**config.mk**
```make
export PLATFORM = sky130hd
export DESIGN_NAME = uart_packet_rx
export DESIGN_NICKNAME = d
export VERILOG_FILES = /design/src/rtl/uart_packet_rx.sv
export SDC_FILE = /design/constraint.sdc
export NUM_CORES = 1
export LEC_CHECK = 0
export BUFFER_PORTS_ARGS = -buffer_cell sky130_fd_sc_hd__buf_2
export CAP_MARGIN = 20
export CORE_AREA = 4 4 84 86
export CTS_CLUSTER_DIAMETER = 40
export DETAILED_ROUTE_END_ITERATION = 8
export DIE_AREA = 0 0 88 90
export GPL_TIMING_DRIVEN = 1
export PLACE_DENSITY = 0.74
export SYNTH_ARGS = -nofsm -noshare
export SYNTH_HDL_FRONTEND = slang
export SYNTH_SLANG_ARGS = --single-unit
```
**constraint.sdc**
```tcl
create_clock -name clk -period 2 [get_ports clk]
set_input_delay 0.2 -clock clk [delete_from_list [all_inputs] [get_ports clk]]
set_output_delay 0.2 -clock clk [all_outputs]
set_load 0.01 [all_outputs]
```
**src/rtl/uart_packet_rx.sv**
```systemverilog
// uart_packet_rx: deframes SYNC, LEN, payload, CSUM packets from a UART byte
// stream. Payload bytes are streamed out as they arrive; each packet ends in
// exactly one pkt_ok or pkt_err strobe. An inter-byte timeout aborts
// truncated packets.
//
// state     | meaning
// ----------|-----------------------------------------------
// S_IDLE    | hunting for SYNC_BYTE, other bytes discarded
// S_LEN     | next byte is the payload length
// S_PAYLOAD | streaming payload, remaining_q bytes to go
// S_CSUM    | next byte is the checksum (LEN + payload, mod 256)
module uart_packet_rx #(
  parameter logic [7:0]  SYNC_BYTE    = 8'hA5,
  parameter int          MAX_LEN      = 16,
  parameter logic [15:0] TIMEOUT_CLKS = 16'd3472
) (
  input  logic       clk,
  input  logic       rst,
  input  logic [7:0] rx_byte,
  input  logic       ready,
  input  logic       frame_err,
  output logic [7:0] data_out,
  output logic       data_valid,
  output logic       pkt_ok,
  output logic       pkt_err,
  output logic [1:0] err_code,
  output logic [7:0] pkt_len
);

  typedef enum logic [1:0] {S_IDLE, S_LEN, S_PAYLOAD, S_CSUM} state_t;

  localparam logic [8:0] MAX_LEN_L  = 9'(MAX_LEN);
  localparam logic [1:0] ERR_LEN    = 2'd0;
  localparam logic [1:0] ERR_CSUM   = 2'd1;
  localparam logic [1:0] ERR_FRAME  = 2'd2;
  localparam logic [1:0] ERR_TIMEOUT = 2'd3;

  state_t      state_q;
  logic        ready_q;
  logic [15:0] timer_q;
  logic [15:0] timer_d;
  logic [7:0]  sum_q;
  logic [7:0]  remaining_q;
  logic [7:0]  data_out_q;
  logic        data_valid_q;
  logic        pkt_ok_q;
  logic        pkt_err_q;
  logic [1:0]  err_code_q;
  logic [7:0]  pkt_len_q;
  logic        strobe;

  assign strobe  = ready & ~ready_q;
  assign timer_d = timer_q + 16'd1;

  // Parser FSM, inter-byte timer and registered output strobes.
  always_ff @(posedge clk) begin
    if (rst) begin
      state_q      <= S_IDLE;
      ready_q      <= 1'b1;
      timer_q      <= '0;
      sum_q        <= '0;
      remaining_q  <= '0;
      data_out_q   <= '0;
      data_valid_q <= 1'b0;
      pkt_ok_q     <= 1'b0;
      pkt_err_q    <= 1'b0;
      err_code_q   <= '0;
      pkt_len_q    <= '0;
    end else begin
      ready_q      <= ready;
      data_valid_q <= 1'b0;
      pkt_ok_q     <= 1'b0;
      pkt_err_q    <= 1'b0;
      if (strobe) begin
        timer_q <= '0;
        if (state_q != S_IDLE && frame_err) begin
          pkt_err_q  <= 1'b1;
          err_code_q <= ERR_FRAME;
          state_q    <= S_IDLE;
        end else begin
          case (state_q)
            S_IDLE: begin
              if (rx_byte == SYNC_BYTE && !frame_err) state_q <= S_LEN;
            end
            S_LEN: begin
              pkt_len_q <= rx_byte;
              if (rx_byte == 8'd0 || {1'b0, rx_byte} > MAX_LEN_L) begin
                pkt_err_q  <= 1'b1;
                err_code_q <= ERR_LEN;
                state_q    <= S_IDLE;
              end else begin
                sum_q       <= rx_byte;
                remaining_q <= rx_byte;
                state_q     <= S_PAYLOAD;
              end
            end
            S_PAYLOAD: begin
              data_out_q   <= rx_byte;
              data_valid_q <= 1'b1;
              sum_q        <= sum_q + rx_byte;
              remaining_q  <= remaining_q - 8'd1;
              if (remaining_q == 8'd1) state_q <= S_CSUM;
            end
            S_CSUM: begin
              if (rx_byte == sum_q) begin
                pkt_ok_q <= 1'b1;
              end else begin
                pkt_err_q  <= 1'b1;
                err_code_q <= ERR_CSUM;
              end
              state_q <= S_IDLE;
            end
            default: state_q <= S_IDLE;
          endcase
        end
      end else if (state_q != S_IDLE) begin
        if (timer_d == TIMEOUT_CLKS) begin
          pkt_err_q  <= 1'b1;
          err_code_q <= ERR_TIMEOUT;
          state_q    <= S_IDLE;
          timer_q    <= '0;
        end else begin
          timer_q <= timer_d;
        end
      end
    end
  end

  assign data_out   = data_out_q;
  assign data_valid = data_valid_q;
  assign pkt_ok     = pkt_ok_q;
  assign pkt_err    = pkt_err_q;
  assign err_code   = err_code_q;
  assign pkt_len    = pkt_len_q;

endmodule

```
Word level (Yosys, flattened, before mapping)
Index checks and enable logic that the tools add are counted.

Logic and storage cells: 79. Bits of input ports: 12. Output and inout port bits: 21. Register bits after elaboration: 56.

Muxes and demuxes: 28. $lt $le $gt $ge: 1. Reductions and logical operators: 18. $add $sub $neg: 3. Equality and inequality tests: 13. Bitwise operators: 5.

Operators with widths (count): $pmux W8 S2 (2); $mux W2 (13); $add A16 B1 Y16 const B (1); $eq A16 B12 Y1 const B (1); $mux W16 (1); $ne A4 B4 Y1 const B (4); $add A8 B8 Y8 (1); $eq A8 B1 Y1 const B (1); $eq A8 B8 Y1 (1); $eq A8 B8 Y1 const B (1); $gt A8 B5 Y1 const B (1); $logic_not A8 Y1 (1); $mux W1 (8); $mux W8 (1); $pmux W2 S4 (1); $reduce_and A4 Y1 (2); $reduce_bool A2 Y1 (4); $sub A8 B1 Y8 const B (1); $reduce_and A3 Y1 (2); $reduce_and A5 Y1 (1); $eq A2 B2 Y1 const B (2); $ne A4 B1 Y1 const B (1); $not A1 Y1 (4); $pmux W2 S2 (1); other kinds (11) (12).

Longest topological paths before layout
Depth in word-level cells: 6. Mapped depth: 10. Mapped depth without buffers: 10.

Worst setup path before layout
OpenSTA, ideal clock, no wires.

Path type: flip-flop to flip-flop. Start: register state_q[0]. End: register state_q[0]. Required time: 1880 ps. Path buffers: 1. Path slack: 23 ps. Period minus slack after synthesis: 1977 ps. Data arrival time: 1857 ps. Setup time: 120 ps. Stages on the path, launching flop included: 10. Cell sequence: dfxtp_1 -> inv_1 -> ha_1 -> nand2b_1 -> and2_1 -> clkbuf_1 -> nand2_1 -> o21ai_0 -> nor3b_1 -> a211o_1.

Word-level cells in the longest chain between the ends: 4. Elaborated cells on any way between the ends: 13. Those cells by class: eq/ne: 5; mux: 3; reduce/logical: 5.

RTL lines: start: declaration (RTL line 38) `state_t state_q;`; start signal: assignment (RTL line 58) `state_q <= S_IDLE;`; start signal: assignment (RTL line 79) `state_q <= S_IDLE;`; start signal: assignment (RTL line 83) `if (rx_byte == SYNC_BYTE && !frame_err) state_q <= S_LEN;`; $eq A2 B2 Y1 (tied with other cells) (RTL line 81) `case (state_q)`; $pmux W2 S4 or $logic_and A1 B1 Y1 (tied branches) (RTL line 81, 76); $mux W2 or $ne A4 B4 Y1 (tied branches); $mux W2 or $reduce_and A4 Y1 (tied branches).

Parallel ways exist; a longest one is shown, timed or not. A chain may end at the register's enable or synchronous reset.

Final worst setup path
Start: register timer_q[1]. End: register err_code_q[0], in the netlist err_code[0].

Word-level cells in the longest chain between the ends: 4.

RTL lines: start: declaration (RTL line 40) `logic [15:0] timer_q;`; start signal: assignment (RTL line 123) `timer_q <= timer_d;`; $add A16 B1 Y16 (RTL line 53) `assign timer_d = timer_q + 16'd1;`; $eq A16 B12 Y1 (RTL line 117) `if (timer_d == TIMEOUT_CLKS) begin`; $reduce_bool A2 Y1 (no source line); $reduce_and A5 Y1 (no source line); end signal: assignment (RTL line 67) `err_code_q <= '0;`; end signal: assignment (RTL line 109) `err_code_q <= ERR_CSUM;`; end signal: assignment (RTL line 119) `err_code_q <= ERR_TIMEOUT;`; end: declaration (RTL line 48) `logic [1:0] err_code_q;`.

Every way passes these cells.

==> results.sh <==
export IMPL_synth_commonest_cells="nand2_1 (64), dfxtp_1 (56), nor2_1 (39), a21oi_1 (37), nand3_1 (29)"
export IMPL_synth_compound_area_share_pct=19.44
export IMPL_die_w_um=88
export IMPL_cts_tree="built"
export IMPL_synth_flop_cell="dfxtp_1"
export IMPL_critPathTopFamily="simple AND/OR/NAND/NOR gates"
export IMPL_r2r_end="err_code[0]"
export IMPL_p_leak_nw=1.520
export IMPL_core_area_um2=6277
export IMPL_crit_path_cell_trace="buf_6, nand2_2, nor4_1, o21ai_0, nand2_2, nand4_1, buf_6, a2111oi_4"
export IMPL_synthMuxAreaShare_pct=2.469
export IMPL_path_depth=8
export IMPL_rr_startpoint="timer_q[1]"
export IMPL_synthAdderAreaFrac_pct=6.019
export IMPL_wl_per_cell_um=16.19
export IMPL_rsz0062_at_grt="yes"
export IMPL_ys_types=61
export IMPL_end_kind="flop"
export IMPL_endpoint="err_code[0]"
export IMPL_reg2reg_setup_slack_ns=0.002
export IMPL_worstSkewPairLatency_ns=0.33
export IMPL_drt_pass1_iter_count=5
export IMPL_irDropWorstVdd_mv=0.3346
export IMPL_crit_buf_inv=2
export IMPL_tightest_slew_ns=0.5193
export IMPL_slew_viol_final=0
export IMPL_cts_buffers_inserted=5
export IMPL_final_nets=511
export IMPL_p_per_area_nw_per_um2=501.1
export IMPL_setup_viol=0
export IMPL_hold_viol=0
export IMPL_yosysTopAreaCell="dfxtp_1"
export IMPL_critPathKind="reg -> reg"
export IMPL_ys_seq_elements=56
export IMPL_cts_hold_buf=0
export IMPL_clkTransAtPathRegs_ns=0.11
export IMPL_netlist_area_um2=3243
export IMPL_cts_sinks=56
export IMPL_io_pins=33
export IMPL_hp_class="in -> reg"
export IMPL_die_area_um2=7920
export IMPL_grt_first_pass_wirelength_mm=14.69
export IMPL_place_worst_setup_slack_ns=-0.04533
export IMPL_maxCapViolCount=0
export IMPL_initialDrtViolationCount=286
export IMPL_fin_skew_ns=0.01312
export IMPL_worstPathMaxFanout=4
export IMPL_drive_gt1_share_pct=27.01
export IMPL_synth_top_family_by_area="simple AND/OR/NAND/NOR gates"
export IMPL_grt_usage_pct=22.57
export IMPL_synth_edf_count=0
export IMPL_cts_buffer_depth=2
export IMPL_min_from="ready"
export IMPL_rows=29
export IMPL_yosysTopAreaCellShare_pct=34.57
export IMPL_grt_antenna_before_repair=0
export IMPL_synthCells=419
export IMPL_yosys_warnings=0
export IMPL_grt_max_degree=34
export IMPL_place_hpwl_mm=6.326
export IMPL_start_kind="flop"
export IMPL_synth_most_common_cell="nand2_1"
export IMPL_required_ns=2.23
export IMPL_crit_path_top_delay_cell="dfxtp_4"
export IMPL_fmax_mhz=500.6
export IMPL_drc=0
export IMPL_avgSynthCellArea_um2=7.740
export IMPL_period_share_pct=99.89
export IMPL_async_reset_ff_share_pct=0
export IMPL_h_tree_depth=2
export IMPL_drt_total_wl_mm=9.099
export IMPL_insertedDiodeCount=0
export IMPL_syn_to_final_growth_pct=25.27
export IMPL_status="finished clean"
export IMPL_vias=3334
export IMPL_yosys_area_share_simple_pct=30.52
export IMPL_worst_slack_ns=0.002288
export IMPL_maxSlewHeadroom_pct=64.94
export IMPL_gp_congestion=0.9257
export IMPL_synth_seq_area_share_pct=34.57
export IMPL_viasPerCell=5.932
export IMPL_die_y_um=90
export IMPL_initial_core_util_pct=51.66
export IMPL_power_w=0.002036
export IMPL_cts_root_buffer="clkbuf_8"
export IMPL_overflow=0
export IMPL_syn_nets=446
export IMPL_r2r_cells=8
export IMPL_fin_crit_ns=1.998
export IMPL_slowest_delay_ns=0.38
export IMPL_critical_path_arrival_ns=2.23
export IMPL_io_buffer_count=32
export IMPL_crit_start="timer_q[1]"
export IMPL_synth_xor_area_share_pct=2.431
export IMPL_synth_area_leaders="dfxtp_1 (35%), nand2_1 (7.4%), a21oi_1 (5.7%)"
export IMPL_grt_pass1_vias=3118
export IMPL_antenna_left=0
==> per-layer routing <==
layer / share of wire, % / GRT usage, % / wire length [µm] / up-vias
met3: 5.5 / 3.839 / 499 / 17
met2: 51 / 37.06 / 4671 / 109
met1: 42 / 30.04 / 3803 / 1581
met5: 0 / 0 / 0 / -
li1: - / - / - / 1627
met4: 1.4 / 6.394 / 125 / 0
==> stage by stage <==
step	util (%)	cells	TNS [ns]	instance area, µm²	hold slack (ns)
2_1_floorplan	-	419	0	3243	0.3066
3_3_place_gp	59.76	549	0	3751	0.4144
3_5_place_dp	59.76	549	-0.1313	3751	0.4201
4_1_cts	62.23	560	0	3906	0.08745
5_1_grt	64.72	562	-0.2154	4063	0.1111
6_report	64.72	562	0	4063	0.09254
==> how the worst min path moves through the flow <==
stage	endpoint	cells after the start
after global placement	ready_q	2
after detailed placement	ready_q	2
after CTS	ready_q	2
final	ready_q	2
after floorplan	ready_q	1
after global routing	ready_q	2
==> kinds of logic (layout without fill, tap and decap cells) <==
family | Yosys count | count (layout)
AOI/OAI and AO/OA | 97 | 97
xor gates and xnor gates | 9 | 9
adders and majority gates | 15 | 15
buffers and inverters | 37 | 103
DFF | 56 | 56
muxes | 8 | 8
and+or+nand+nor | 197 | 197
==> sequential cells by signal (all words and copies together) (netlist names) <==
register     count
pkt_ok           1
data_valid       1
sum_q            8
pkt_len          8
pkt_err          1
state_q          2
remaining_q      8
ready_q          1
err_code         2
timer_q         16
data_out         8
==> power breakdown <==
part / internal, W / total [W] / switching (W)
Clock: 0.000257 / 0.000673 / 0.000417
Sequential: 0.00112 / 0.00113 / 0.00000702
Combinational: 0.0000935 / 0.000233 / 0.000139
Total: 0.00147 / 0.00204 / 0.000563
==> what timing repair did <==
action | in CTS | in global routing
endpoints found under the setup margin | 8 | 25
pin swaps | 9 | 13
setup buffers | 3 | 2
resized for setup | 7 | 35
hold endpoints to repair | 0 | 0
==> worst reg2reg max path, cell delays in order (launching register included) <==
cell and delay (ns):
dfxtp_4 0.38, buf_6 0.10, nand2_2 0.11, nor4_1 0.33
o21ai_0 0.22, nand2_2 0.16, nand4_1 0.12, buf_6 0.16
a2111oi_4 0.31
==> placed cells by master, fill, tap and decap left out, types with 3 or more instances in the layout <==
master	n
a211oi_1	7
a21oi_1	36
a31oi_1	7
and2_1	3
and3_1	3
buf_2	32
buf_4	46
buf_6	3
clkbuf_8	5
dfxtp_1	47
dfxtp_2	8
ha_1	11
ha_4	3
inv_1	13
mux2i_1	8
nand2_1	62
nand2_2	3
nand2b_1	6
nand3_1	26
nand3_2	4
nand4_1	3
nor2_1	39
nor2b_1	6
nor3_1	10
nor4_1	12
o211ai_1	3
o21ai_0	14
xnor2_1	5
xor2_1	4
==> final cells by class <==
type | count | area (µm²)
tap | 77 | 96.34
sequential | 56 | 1135
multi-input combinational | 326 | 2130
clock inverter | 3 | 25.02
clock buffer | 5 | 68.82
timing repair buffer | 82 | 559.3
inverter | 13 | 48.80
fill | 530 | 2215
Power figures use the tool's default switching activity.
